--- src/rtl/muldiv_pkg.sv ---
// Shared constants and encodings for the iterative multiply/divide unit.
package muldiv_pkg;

  localparam int W     = 32;
  localparam int ITERS = 32;
  localparam int CNT_W = 6;

  typedef enum logic [1:0] {
    OP_MULT  = 2'b00,
    OP_MULTU = 2'b01,
    OP_DIV   = 2'b10,
    OP_DIVU  = 2'b11
  } op_t;

  typedef enum logic [1:0] {
    S_IDLE = 2'b00,
    S_CALC = 2'b01,
    S_FIX  = 2'b10
  } state_t;

  function automatic logic [W-1:0] neg(input logic [W-1:0] x);
    return ~x + 1'b1;
  endfunction

endpackage

--- src/rtl/muldiv_unit_adder.sv ---
// 32-bit carry-lookahead adder: 4-bit groups with lookahead between groups.
module muldiv_unit_adder
  import muldiv_pkg::*;
(
  input  logic [W-1:0] x,
  input  logic [W-1:0] y,
  input  logic         ci,
  output logic [W-1:0] sum,
  output logic         co
);

  logic [W-1:0] g;
  logic [W-1:0] p;

  assign g = x & y;
  assign p = x ^ y;

  always_comb begin
    logic cg;
    logic c;
    logic gg;
    logic gp;
    int   base;
    sum = '0;
    cg  = ci;
    for (int gi = 0; gi < W / 4; gi++) begin
      base = gi * 4;
      gg = g[base+3] | (p[base+3] & g[base+2]) | (p[base+3] & p[base+2] & g[base+1])
         | (p[base+3] & p[base+2] & p[base+1] & g[base]);
      gp = p[base+3] & p[base+2] & p[base+1] & p[base];
      c  = cg;
      for (int k = 0; k < 4; k++) begin
        sum[base+k] = p[base+k] ^ c;
        c = g[base+k] | (p[base+k] & c);
      end
      cg = gg | (gp & cg);
    end
    co = cg;
  end

endmodule

--- src/rtl/muldiv_unit.sv ---
// Iterative MULT/MULTU/DIV/DIVU with HI/LO: one shift-add or restoring-subtract step per cycle.
module muldiv_unit
  import muldiv_pkg::*;
#(
  parameter bit DIV0_SAT = 1'b1
) (
  input  logic         clk,
  input  logic         rst,
  input  logic         start,
  input  logic [1:0]   op,
  input  logic [W-1:0] a,
  input  logic [W-1:0] b,
  input  logic         flush,
  input  logic         hi_we,
  input  logic         lo_we,
  input  logic [W-1:0] wdata,
  output logic         busy,
  output logic         done,
  output logic         div0,
  output logic [W-1:0] hi,
  output logic [W-1:0] lo
);

  state_t             state, state_next;
  logic [CNT_W-1:0]   cnt;
  logic [1:0]         op_q;
  logic               sign_a, sign_b, div0_pend;
  logic [W-1:0]       acc_hi, acc_lo, opnd_b;

  logic               take_start, is_signed_in, commit;
  logic [W-1:0]       mag_a, mag_b;
  logic [W-1:0]       add_x, add_y, add_sum;
  logic               add_ci, add_co, no_borrow;
  logic [W-1:0]       fix_hi, fix_lo;
  logic [2*W-1:0]     prod;

  assign busy         = (state != S_IDLE);
  assign take_start   = (state == S_IDLE) && start && !flush;
  assign is_signed_in = ~op[0];
  assign mag_a        = (is_signed_in && a[W-1]) ? neg(a) : a;
  assign mag_b        = (is_signed_in && b[W-1]) ? neg(b) : b;
  assign commit       = (state == S_FIX) && !flush;

  // Divide shifts the next dividend bit into the partial remainder before subtracting.
  always_comb begin
    if (op_q[1]) begin
      add_x  = {acc_hi[W-2:0], acc_lo[W-1]};
      add_y  = ~opnd_b;
      add_ci = 1'b1;
    end else begin
      add_x  = acc_hi;
      add_y  = opnd_b;
      add_ci = 1'b0;
    end
  end

  muldiv_unit_adder u_adder (
    .x   (add_x),
    .y   (add_y),
    .ci  (add_ci),
    .sum (add_sum),
    .co  (add_co)
  );

  // The shifted-out remainder MSB makes the trial 33 bits wide.
  assign no_borrow = acc_hi[W-1] | add_co;

  always_comb begin
    state_next = state;
    case (state)
      S_IDLE: begin
        if (take_start) begin
          state_next = (op[1] && (b == '0)) ? S_FIX : S_CALC;
        end
      end
      S_CALC: begin
        if (flush) state_next = S_IDLE;
        else if (cnt == CNT_W'(ITERS - 1)) state_next = S_FIX;
      end
      S_FIX:   state_next = S_IDLE;
      default: state_next = S_IDLE;
    endcase
  end

  always_comb begin
    fix_hi = hi;
    fix_lo = lo;
    prod   = {acc_hi, acc_lo};
    if (!op_q[1]) begin
      if (sign_a ^ sign_b) prod = ~prod + 1'b1;
      fix_hi = prod[2*W-1:W];
      fix_lo = prod[W-1:0];
    end else if (div0_pend) begin
      if (DIV0_SAT) begin
        fix_lo = '1;
        fix_hi = sign_a ? neg(acc_lo) : acc_lo;
      end
    end else begin
      fix_lo = (sign_a ^ sign_b) ? neg(acc_lo) : acc_lo;
      fix_hi = sign_a ? neg(acc_hi) : acc_hi;
    end
  end

  always_ff @(posedge clk) begin
    if (rst) begin
      state     <= S_IDLE;
      cnt       <= '0;
      op_q      <= OP_MULT;
      sign_a    <= 1'b0;
      sign_b    <= 1'b0;
      div0_pend <= 1'b0;
      acc_hi    <= '0;
      acc_lo    <= '0;
      opnd_b    <= '0;
      done      <= 1'b0;
      div0      <= 1'b0;
      hi        <= '0;
      lo        <= '0;
    end else begin
      state <= state_next;
      done  <= commit;
      case (state)
        S_IDLE: begin
          if (take_start) begin
            op_q      <= op;
            sign_a    <= is_signed_in & a[W-1];
            sign_b    <= is_signed_in & b[W-1];
            div0_pend <= op[1] && (b == '0);
            acc_hi    <= '0;
            acc_lo    <= mag_a;
            opnd_b    <= mag_b;
            cnt       <= '0;
            div0      <= 1'b0;
          end else if (!start) begin
            if (hi_we) hi <= wdata;
            if (lo_we) lo <= wdata;
          end
        end
        S_CALC: begin
          if (!flush) begin
            cnt <= cnt + 1'b1;
            if (!op_q[1]) begin
              if (acc_lo[0]) {acc_hi, acc_lo} <= {add_co, add_sum, acc_lo[W-1:1]};
              else           {acc_hi, acc_lo} <= {1'b0, acc_hi, acc_lo[W-1:1]};
            end else begin
              acc_hi <= no_borrow ? add_sum : {acc_hi[W-2:0], acc_lo[W-1]};
              acc_lo <= {acc_lo[W-2:0], no_borrow};
            end
          end
        end
        S_FIX: begin
          if (commit) begin
            hi   <= fix_hi;
            lo   <= fix_lo;
            div0 <= div0_pend;
          end
        end
        default: ;
      endcase
    end
  end

endmodule

--- config.mk ---
export PLATFORM = sky130hd
export DESIGN_NAME = muldiv_unit
export DESIGN_NICKNAME = d
export VERILOG_FILES = /design/src/rtl/muldiv_pkg.sv /design/src/rtl/muldiv_unit_adder.sv /design/src/rtl/muldiv_unit.sv
export SDC_FILE = /design/constraint.sdc
export NUM_CORES = 1
export LEC_CHECK = 0
export CORE_MARGIN = 2
export CORE_UTILIZATION = 35
export DETAILED_ROUTE_END_ITERATION = 12
export REMOVE_ABC_BUFFERS = 1
export SLEW_MARGIN = 5
export SYNTH_ARGS = -nofsm -noshare
export SYNTH_HDL_FRONTEND = slang
export SYNTH_SLANG_ARGS = --single-unit
export TNS_END_PERCENT = 10
--- constraint.sdc ---
create_clock -name clk -period 5.3 [get_ports clk]
set_clock_uncertainty 0.1 [all_clocks]
set_input_delay 1.06 -clock clk [delete_from_list [all_inputs] [get_ports clk]]
set_output_delay 1.06 -clock clk [all_outputs]
set_load 0.005 [all_outputs]
; ---- Word-level counts from Yosys, hierarchy flattened
; Index checks and enable logic that the tools add are counted.
; Widths: inputs -> output; s select.
[totals]
reg_bits = 175
inputBits = 104
out_inout_bits = 67
wordCells = 274
[classes]
n_addsub = 6
eq_ne = 11
mux = 45
bitwise = 181
n_reduce_logical = 18
[ops]
columns = cell, count
row1 = $mux 32, 28
row2 = $pmux 32 s2, 4
row3 = $not 32->32, 5
row4 = $add 32x1->32 const B, 4
row5 = $and 1x1->1, 82
row6 = $add 64x1->64 const B, 1
row7 = $mux 64, 1
row8 = $not 64->64, 1
row9 = $or 1x1->1, 57
row10 = $xor 1x1->1, 33
row11 = $and 32x32->32, 1
row12 = $logic_not 32->1, 1
row13 = $xor 32x32->32, 1
row14 = $ne 2x2->1 const B, 7
row15 = $mux 6, 2
row16 = $pmux 6 s2, 1
row17 = $reduce_and 5->1, 2
row18 = $mux 2, 4
row19 = $add 6x1->6 const B, 1
row20 = $eq 6x5->1 const B, 1
row21 = $logic_and 1x1->1, 6
row22 = $reduce_and 3->1, 2
row23 = $reduce_bool 2->1, 3
row24 = $pmux 2 s2, 1
row25 = other kinds (9), 12

; ---- Logic depth before layout (Yosys ltp)
; Gate-level depths: netlist of the first run.
[logic_depth]
word_depth = 31
ltp_mapped = 24
depth_no_buf = 22

; ---- By module
; A second synthesis of the first run with hierarchy kept.
[unflattened]
cells_unflattened = 1994
hier_area_um2 = 14886.8
[modules_own_cells]
columns = mod, n_inst, cells_each, area_each_um2, seq_area_each_um2
row1 = muldiv_unit, 1, 1852, 13495.4, 3483.3
row2 = muldiv_unit_adder, 1, 142, 1391.3, 0.0

; ---- Worst setup path after synthesis of the first run
; OpenSTA, ideal clock, no wires.
[synth_timing]
kind = reg2reg
from = register op_q[1]
to = register acc_hi[30]
setup_time_ns = 0.086
arrival_time_ns = 5.031
setup_slack_ns = 0.083
stages_incl_launch_ff = 25
n_path_buf = 4
synth_period_minus_slack_ns = 5.217
path_cell_list = dfxtp_1 -> clkbuf_1 -> clkbuf_1 -> buf_1 -> buf_1 -> mux2i_1 -> inv_1 -> ha_1 -> a21oi_1 -> o21a_1 -> or2_2 -> and3_1 -> a21oi_1 -> nand2_1 -> o21ai_0 -> fa_1 -> fa_1 -> inv_1 -> fa_1 -> xnor2_1 -> nor2_1 -> a21oi_1 -> o21ai_0 -> a21o_1 -> a211oi_1
[synth_between]
elab_chain_len = 30
word_cells_on_any_way = 107
classes_between = 8 x mux / 99 x bitwise
[synth_rtl]
columns = element, line_no
row1 = from (decl), muldiv_unit.sv:26  ; logic [1:0] op_q;
row2 = from (signal assigned), muldiv_unit.sv:125  ; op_q <= op;
row3 = $mux 32, muldiv_unit.sv:46  ; if (op_q[1]) begin
row4 = $xor 32x32->32 / $and 32x32->32 (equally long branches), "muldiv_unit_adder.sv:16, muldiv_unit_adder.sv:15"
row5 = "$and 1x1->1, on equally long branches", "muldiv_unit_adder.sv:28, muldiv_unit_adder.sv:29, muldiv_unit_adder.sv:30"
row6 = "$or 1x1->1, or another cell as far along (2 in series)", muldiv_unit_adder.sv:28  ; gg = g[base+3] | (p[base+3] & g[base+2]) | (p[base+3] & p[base+2] & g[base+1])
row7 = $or 1x1->1 / $and 1x1->1 (equally long branches), "muldiv_unit_adder.sv:29, muldiv_unit_adder.sv:36"
row8 = $or 1x1->1, muldiv_unit_adder.sv:36  ; cg = gg | (gp & cg);
row9 = $and 1x1->1, muldiv_unit_adder.sv:36
row10 = $or 1x1->1, muldiv_unit_adder.sv:36
row11 = [... 13 more ...], --
row12 = $or 1x1->1, muldiv_unit_adder.sv:34  ; c = g[base+k] | (p[base+k] & c);
row13 = $and 1x1->1, muldiv_unit_adder.sv:34
row14 = $or 1x1->1, muldiv_unit_adder.sv:34
row15 = $xor 1x1->1, muldiv_unit_adder.sv:33  ; sum[base+k] = p[base+k] ^ c;
row16 = $mux 32, muldiv_unit.sv:143  ; if (acc_lo[0]) {acc_hi, acc_lo} <= {add_co, add_sum, acc_lo[W-1:1]};
row17 = $mux 32 *, muldiv_unit.sv:142  ; if (!op_q[1]) begin
row18 = $mux 32 *, muldiv_unit.sv:140  ; if (!flush) begin
row19 = $pmux 32 s2 *, muldiv_unit.sv:122  ; case (state)
row20 = to (signal assigned), muldiv_unit.sv:143
row21 = to (signal assigned), muldiv_unit.sv:144  ; else {acc_hi, acc_lo} <= {1'b0, acc_hi, acc_lo[W-1:1]};
row22 = to (signal assigned), muldiv_unit.sv:146  ; acc_hi <= no_borrow ? add_sum : {acc_hi[W-2:0], acc_lo[W-1]};
row23 = to (decl), muldiv_unit.sv:28  ; logic [W-1:0] acc_hi, acc_lo, opnd_b;
; Every way passes the cells marked *; elsewhere a longest branch is shown, timed or not. The select of a mux whose other input is x is not followed.
; A chain may end at the register's enable or synchronous reset.

; ---- Worst setup path in the final report of the first run
[layout_timing]
from = register op_q[1]
to = register acc_hi[31]
[layout_between]
elab_chain_len = 30
word_cells_on_any_way = 106
classes_between = 8 x mux / 98 x bitwise
[layout_rtl]
columns = element, line_no
row1 = $mux 32, muldiv_unit.sv:46
row2 = $xor 32x32->32 / $and 32x32->32 (equally long branches), "muldiv_unit_adder.sv:16, muldiv_unit_adder.sv:15"
row3 = "$and 1x1->1, on equally long branches", "muldiv_unit_adder.sv:28, muldiv_unit_adder.sv:29, muldiv_unit_adder.sv:30"
row4 = "$or 1x1->1, or another cell as far along (2 in series)", muldiv_unit_adder.sv:28
row5 = $or 1x1->1 / $and 1x1->1 (equally long branches), "muldiv_unit_adder.sv:29, muldiv_unit_adder.sv:36"
row6 = $or 1x1->1, muldiv_unit_adder.sv:36
row7 = $and 1x1->1, muldiv_unit_adder.sv:36
row8 = $or 1x1->1, muldiv_unit_adder.sv:36
row9 = [... 13 more ...], --
row10 = $or 1x1->1, muldiv_unit_adder.sv:34
row11 = $and 1x1->1, muldiv_unit_adder.sv:34
row12 = $or 1x1->1, muldiv_unit_adder.sv:34
row13 = $xor 1x1->1, muldiv_unit_adder.sv:33
row14 = $mux 32, muldiv_unit.sv:146
row15 = $mux 32 *, muldiv_unit.sv:142
row16 = $mux 32 *, muldiv_unit.sv:140
row17 = $pmux 32 s2 *, muldiv_unit.sv:122
; Marks and branches as above.

==> results of run 1 <==
[where the power goes]
| group | internal (W) | switching, W | total [W] |
|---|---|---|---|
| logic | 0.000503 | 0.000756 | 0.00126 |
| clock network | 0.000890 | 0.000581 | 0.00147 |
| registers | 0.00140 | 0.000124 | 0.00152 |
[synth_stat cells (7+ instances only)]
| library cell | count | area, sq um |
|---|---|---|
| nand2_1 | 197 | 739 |
| a21oi_1 | 185 | 926 |
| nor2_1 | 180 | 676 |
| dfxtp_1 | 174 | 3480 |
| clkbuf_1 | 172 | 646 |
| xor2_1 | 107 | 937 |
| xnor2_1 | 90 | 788 |
| o21ai_0 | 77 | 385 |
| a211oi_1 | 69 | 518 |
| nor3_1 | 54 | 270 |
| mux2i_1 | 52 | 521 |
| nand3_1 | 42 | 210 |
| ha_1 | 37 | 463 |
| o31ai_1 | 37 | 278 |
| inv_1 | 35 | 131 |
| a31oi_1 | 34 | 213 |
| o221ai_1 | 34 | 298 |
| and3_1 | 30 | 188 |
| buf_1 | 27 | 101 |
| fa_1 | 23 | 460 |
| mux2_2 | 22 | 248 |
| o211ai_1 | 22 | 165 |
| nor4_1 | 21 | 131 |
| or4_1 | 20 | 150 |
| or3_1 | 18 | 113 |
| nand4_1 | 17 | 106 |
| nand2b_1 | 15 | 93.8 |
| a21o_1 | 13 | 97.6 |
| a311oi_1 | 13 | 114 |
| a311o_1 | 12 | 120 |
| o311ai_0 | 12 | 105 |
| o41ai_1 | 11 | 96.3 |
| a221oi_1 | 10 | 87.6 |
| and2_1 | 10 | 62.6 |
| o22ai_1 | 9 | 56.3 |
| or2_2 | 9 | 56.3 |
| nor2b_1 | 7 | 43.8 |
[metal layers]
layer,up-vias,part of all wire (%),global-route usage (%)
li1,7365,-,-
met1,7463,43,33.5
met2,644,46,41.7
met3,108,6.5,3.21
met4,0,4.3,11.9
met5,-,0,0
[worst max-delay path by stage]
stage / from / to / cells past startpoint
final: op_q[1] / acc_hi[31] / 17
after global routing: op_q[1] / acc_hi[31] / 19
after CTS: op_q[1] / acc_hi[31] / 17
after detailed placement: op_q[1] / acc_hi[30] / 19
after global placement: op_q[1] / acc_hi[30] / 21
after floorplan: flush / acc_hi[14] / 7
[area by class of cell]
| cell class | instances | area [sq um] | area share [%] |
|---|---|---|---|
| Clock buffer | 23 | 488 | 2.74 |
| Clock inverter | 9 | 180 | 1.01 |
| Timing Repair Buffer | 233 | 2170 | 12.2 |
| Inverter | 37 | 139 | 0.781 |
| Tap cell | 539 | 674 | 3.79 |
| Multi-Input combinational cell | 1576 | 10600 | 59.9 |
| Sequential cell | 174 | 3490 | 19.6 |
[per-stage QoR]
| stage | cell area (sq um) | hold slack, ns | setup WS (ns) |
|---|---|---|---|
| 2_1_floorplan | 14200 | 0.342 | -6.78 |
| 3_3_place_gp | 17100 | 0.341 | 0.707 |
| 3_5_place_dp | 17100 | 0.346 | 0.535 |
| 4_1_cts | 17800 | 0.356 | 0.461 |
| 5_1_grt | 17800 | 0.379 | 0.0402 |
| 6_report | 17800 | 0.352 | 0.472 |
[sequential cells by signal, indices dropped and copies added (netlist names)]
signal and count:
div0_pend 1, op_q 1, sign_b 1, cnt 6, acc_lo 32, hi 32
acc_hi 32, done 1, opnd_b 32, state 2, lo 32, sign_a 1
div0 1
[cells by family after synthesis]
group | count (synthesis)
simple gates | 648
compound gates | 596
buf+inv | 247
xor+xnor | 197
flops | 174
mux | 75
fa+ha+maj | 60
[critical path, stage by stage (launching register included)]
cell	delay [ns]
dfxtp_4	0.59
buf_4	0.22
mux2_2	0.37
ha_1	0.31
nand2_1	0.07
o21ai_0	0.44
nor2_1	0.12
a21oi_1	0.26
nand2_1	0.14
o21ai_0	0.27
fa_1	0.25
fa_1	0.16
inv_1	0.05
fa_1	0.38
xnor2_1	0.27
mux2i_1	0.12
a2111oi_1	0.43
a311o_1	0.17
==> results.cfg, run 1 <==
[die]
dieArea_sq_um = 44600
io_pins = 171
std_cell_rows = 75
die_x_microns = 211
floorplan.initialDensity_pct = 35.6
core-area_sq_um = 42100
die_y_microns = 211

[layout]
drive_gt1_share_pct = 7.80
final_common_cell = nand2_1
area_growth_pct = 18.4
final_util_pct = 42.2
fillers = 4365
final_cells = 2591
antennaDiodeCount = 0
most-common-layout-cells = nand2_1 (197), a21oi_1 (184), nor2_1 (177)
fin_nets = 2203

[critical_path]
endpoint_kind = register
crit_arrival_ns = 5.12
rr_startpoint = op_q[1]
crit_required_ns = 5.59
rr_worst_depth = 17
r2r_end = acc_hi[31]
ff2ff_setup_slack_ns = 0.47
critPathLaunchType = register
path_max_fanout = 26
criticalPathCategory = reg2reg

[power]
p_per_area_nw_per_um2 = 239
p_total_w = 0.00425
leakage_nw = 6.50
max-vdd-ir-drop_mv = 0.174

[yosys]
seq_area_frac_synth_pct = 23.2
netlist_area_sq_um = 15000
synth-compound-area-share_pct = 26.6
synthArstFlopShare_pct = 0
ys.warnings.count = 0
synthAdderAreaFrac_pct = 6.15
syn_area_per_cell_sq_um = 7.52
synth_edf_count = 0
syn_inst = 1997
ys_types = 80
ys.flop_type = dfxtp_1
ys_seq_elements = 174
synth_mux_area_share_pct = 5.27
synth-simple-area-share_pct = 20.9
synth_top_family_by_area = compound AO/OA/AOI/OAI gates
synth_xor_xnor_area_share_pct = 11.5

[hold_path]
hold_path_class = reg2reg
holdPathEnd = lo[8]
holdPathStages = 2
min_from = lo[8]

[route]
viasPerCell = 6.01
drt_iter0_drc = 1256
drc = 0
wire_per_inst_microns = 22.2
finalWirelength_microns = 57500
vias = 15580
postRouteAntennaNets = 0
drtPass1Iterations = 6

[clock_network]
clk_latency_ns = 0.46
cts_tree = built
cts_resized = 0
root_buffer = clkbuf_16
post-cts-setup-buffers = 0
max-clock-path-buffers = 2
cts_buffers = 17
cts.sink_count = 174
clk_pin_slew_ns = 0.07
cts_hold_buf = 0
cts_max_level = 4

[placement]
numPortBuffers = 170
place.gp.congestion = 0.973
dp_hpwl_microns = 42100
dp.cells = 2559

[job]
cap_violations = 0

[global_route]
grt_pass1_wl_microns = 88500
track_usage_pct = 25.5
grt_antenna_before_repair = 0
grt_max_degree = 69
globalRouteOverflowTotal = 0
grt_pass1_vias = 14974

[sta]
fin_crit_sh_pct = 91.1
hold_viol_final = 0
max_freq_ghz = 0.207
worstMarginPinSlew_ns = 1.05
rsz0062_at_grt = false
drv_slew = 0
period_needed_ns = 4.83
totalNegativeSetupSlack_ns = 0
slew_headroom_pct = 30.3
setup_viol = 0

[run_status]
outcome = completed
Note: power is estimated with default switching activity, not from simulation.
==> inputs of run 2 (changes only) <==
--- a/config.mk
+++ b/config.mk
@@ -8,6 +8,7 @@
 export CORE_MARGIN = 2
 export CORE_UTILIZATION = 35
 export DETAILED_ROUTE_END_ITERATION = 12
+export GPL_TIMING_DRIVEN = 0
 export REMOVE_ABC_BUFFERS = 1
 export SLEW_MARGIN = 5
 export SYNTH_ARGS = -nofsm -noshare
==> results.cfg, run 2 (synthesized netlist as in run 1, its figures left out) <==
[power]
intPower_w = 0.00266
max-vdd-ir-drop_mv = 0.154
p_comb_share_pct = 30.1
leakage_nw = 6.37
power.share.clock_pct = 32.7
p_sw_w = 0.00147
sw_frac_of_total_pct = 35.6
p_per_area_nw_per_um2 = 233
seqPwrFrac_pct = 37.2
p_total_w = 0.00413

[die]
io_pins = 171
std_cell_rows = 75
dieArea_sq_um = 44600
core-area_sq_um = 42100
die_y_microns = 211
die_x_microns = 211
floorplan.initialDensity_pct = 35.6

[sta]
totalNegativeSetupSlack_ns = 0
hold_ws_ns = 0.352
max_freq_ghz = 0.199
period_needed_ns = 5.01
slew_headroom_pct = 6.87
drv_slew = 0
fin_ws_ns = 0.286
rsz0062_at_grt = false
fin_crit_sh_pct = 94.6
worstMarginPinSlew_ns = 1.39
setup_viol = 0
hold_viol_final = 0

[hold_path]
min_from = lo[17]
hold_path_class = reg2reg

[clock_network]
cts.sink_count = 174
cts_tree = built
clk_pin_slew_ns = 0.07
clk_latency_ns = 0.47
max-clock-path-buffers = 2
cts_max_level = 4
cts_hold_buf = 0
root_buffer = clkbuf_16
cts_buffers = 17

[route]
wire_per_inst_microns = 22.0
drt_iter0_drc = 1267
drtPass1Iterations = 6
finalWirelength_microns = 56200
drc = 0
viasPerCell = 6.03
postRouteAntennaNets = 0
vias = 15427

[critical_path]
crit_chain = buf_16, mux2_2, ha_1, nand2_1, o21a_1, or2_2, and3_1, a21oi_1, nand2_1, o21ai_0, fa_1, fa_1, inv_1, fa_1, xnor2_2, nor2_1, a21oi_1, o21ai_0, a21o_1, a211oi_1
path_max_fanout = 50
cpMostUsedCell = fa_1
criticalPathCategory = reg2reg
rr_startpoint = op_q[1]
critPathLaunchType = register
cp-endpoint = acc_hi[30]
cp_slowest_cell = dfxtp_4
path_buf_inv = 2
crit_required_ns = 5.58
path_depth = 20
rr_worst_depth = 20
critical-path-top-delay-family = compound AO/OA/AOI/OAI gates
ff2ff_setup_slack_ns = 0.29
slowest_delay_ns = 0.57
critPathLaunch = op_q[1]
crit_arrival_ns = 5.29
r2r_end = acc_hi[30]
endpoint_kind = register

[global_route]
track_usage_pct = 24.7
grt_max_degree = 79
grt_antenna_before_repair = 0
globalRouteOverflowTotal = 0
grt_pass1_vias = 14679
grt_pass1_wl_microns = 86100

[layout]
final_common_cell = nand2_1
area_growth_pct = 18.2
fin_nets = 2170
most-common-layout-cells = nand2_1 (197), a21oi_1 (184), nor2_1 (176)
antennaDiodeCount = 0
final_util_pct = 42.1
drive_gt1_share_pct = 6.79

[job]
cap_violations = 0

[placement]
dp_hpwl_microns = 40700
pre_cts_ws_ns = -0.755
place.gp.congestion = 0.951
numPortBuffers = 170

[run_status]
outcome = completed
[run 2: stage by stage]
step	area, sq um	instances
after floorplan	14200	1787
after global placement	16600	2496
after detailed placement	17000	2521
after CTS	17700	2556
after global routing	17700	2558
final	17700	2558
[run 2: per-layer routing]
layer,routed length [microns],share of wire (%),track usage (%),vias up
li1,-,-,-,7311
met1,24100,43,32.2,7360
met2,26800,48,41.9,666
met3,3690,6.6,3.24,90
met4,1630,2.9,8.43,0
met5,0,0,0,-
[run 2: how the worst min path moves through the flow]
stage,endpoint,slack (ns),depth (start not counted)
2_1_floorplan,opnd_b[30],0.34,2
3_3_place_gp,lo[18],0.34,2
3_5_place_dp,lo[17],0.35,2
4_1_cts,lo[17],0.36,2
5_1_grt,lo[16],0.37,2
6_report,lo[17],0.35,2
[run 2: cell type report]
type                    count  area, sq um
clock buffers              19          443
clock inverters            13          164
fillers                  4296        24400
inverters                  37          143
multi-input cells        1576        10700
flip-flops and latches    174         3490
well taps                 539          674
repair buffers            199         2150
repair inverters            1         5.00
[run 2: worst min-delay path: cells and delay by family, from the launching register on]
kind,cells,cell delay [ns]
AO/OA/AOI/OAI,1,0.05
flip-flops,1,0.31
AND/OR/NAND/NOR,1,0.05
[run 2: repair_timing]
item / in CTS / in global routing
endpoints found under the setup margin: 16 / 5
resized for setup: 1 / 4
gates cloned: 1 / 1
buffers inserted: 2 / 1
[run 2: power groups by stage]
stage | sequential [W] | clock, W | combinational, W
CTS | 0.00153 | 0.00137 | 0.00123
finish | 0.00154 | 0.00135 | 0.00124
detailed placement | 0.00157 | 0 | 0.00121
global route | 0.00155 | 0.00142 | 0.00135
floorplan | 0.00153 | 0 | 0.000697
global placement | 0.00159 | 0 | 0.00118
==> inputs of run 3 (changes only) <==
--- a/config.mk
+++ b/config.mk
@@ -8,7 +8,6 @@
 export CORE_MARGIN = 2
 export CORE_UTILIZATION = 35
 export DETAILED_ROUTE_END_ITERATION = 12
-export GPL_TIMING_DRIVEN = 0
 export REMOVE_ABC_BUFFERS = 1
 export SLEW_MARGIN = 5
 export SYNTH_ARGS = -nofsm -noshare
==> results of run 3 <==
The final DEF is identical to that of run 1; final timing and power are the same.
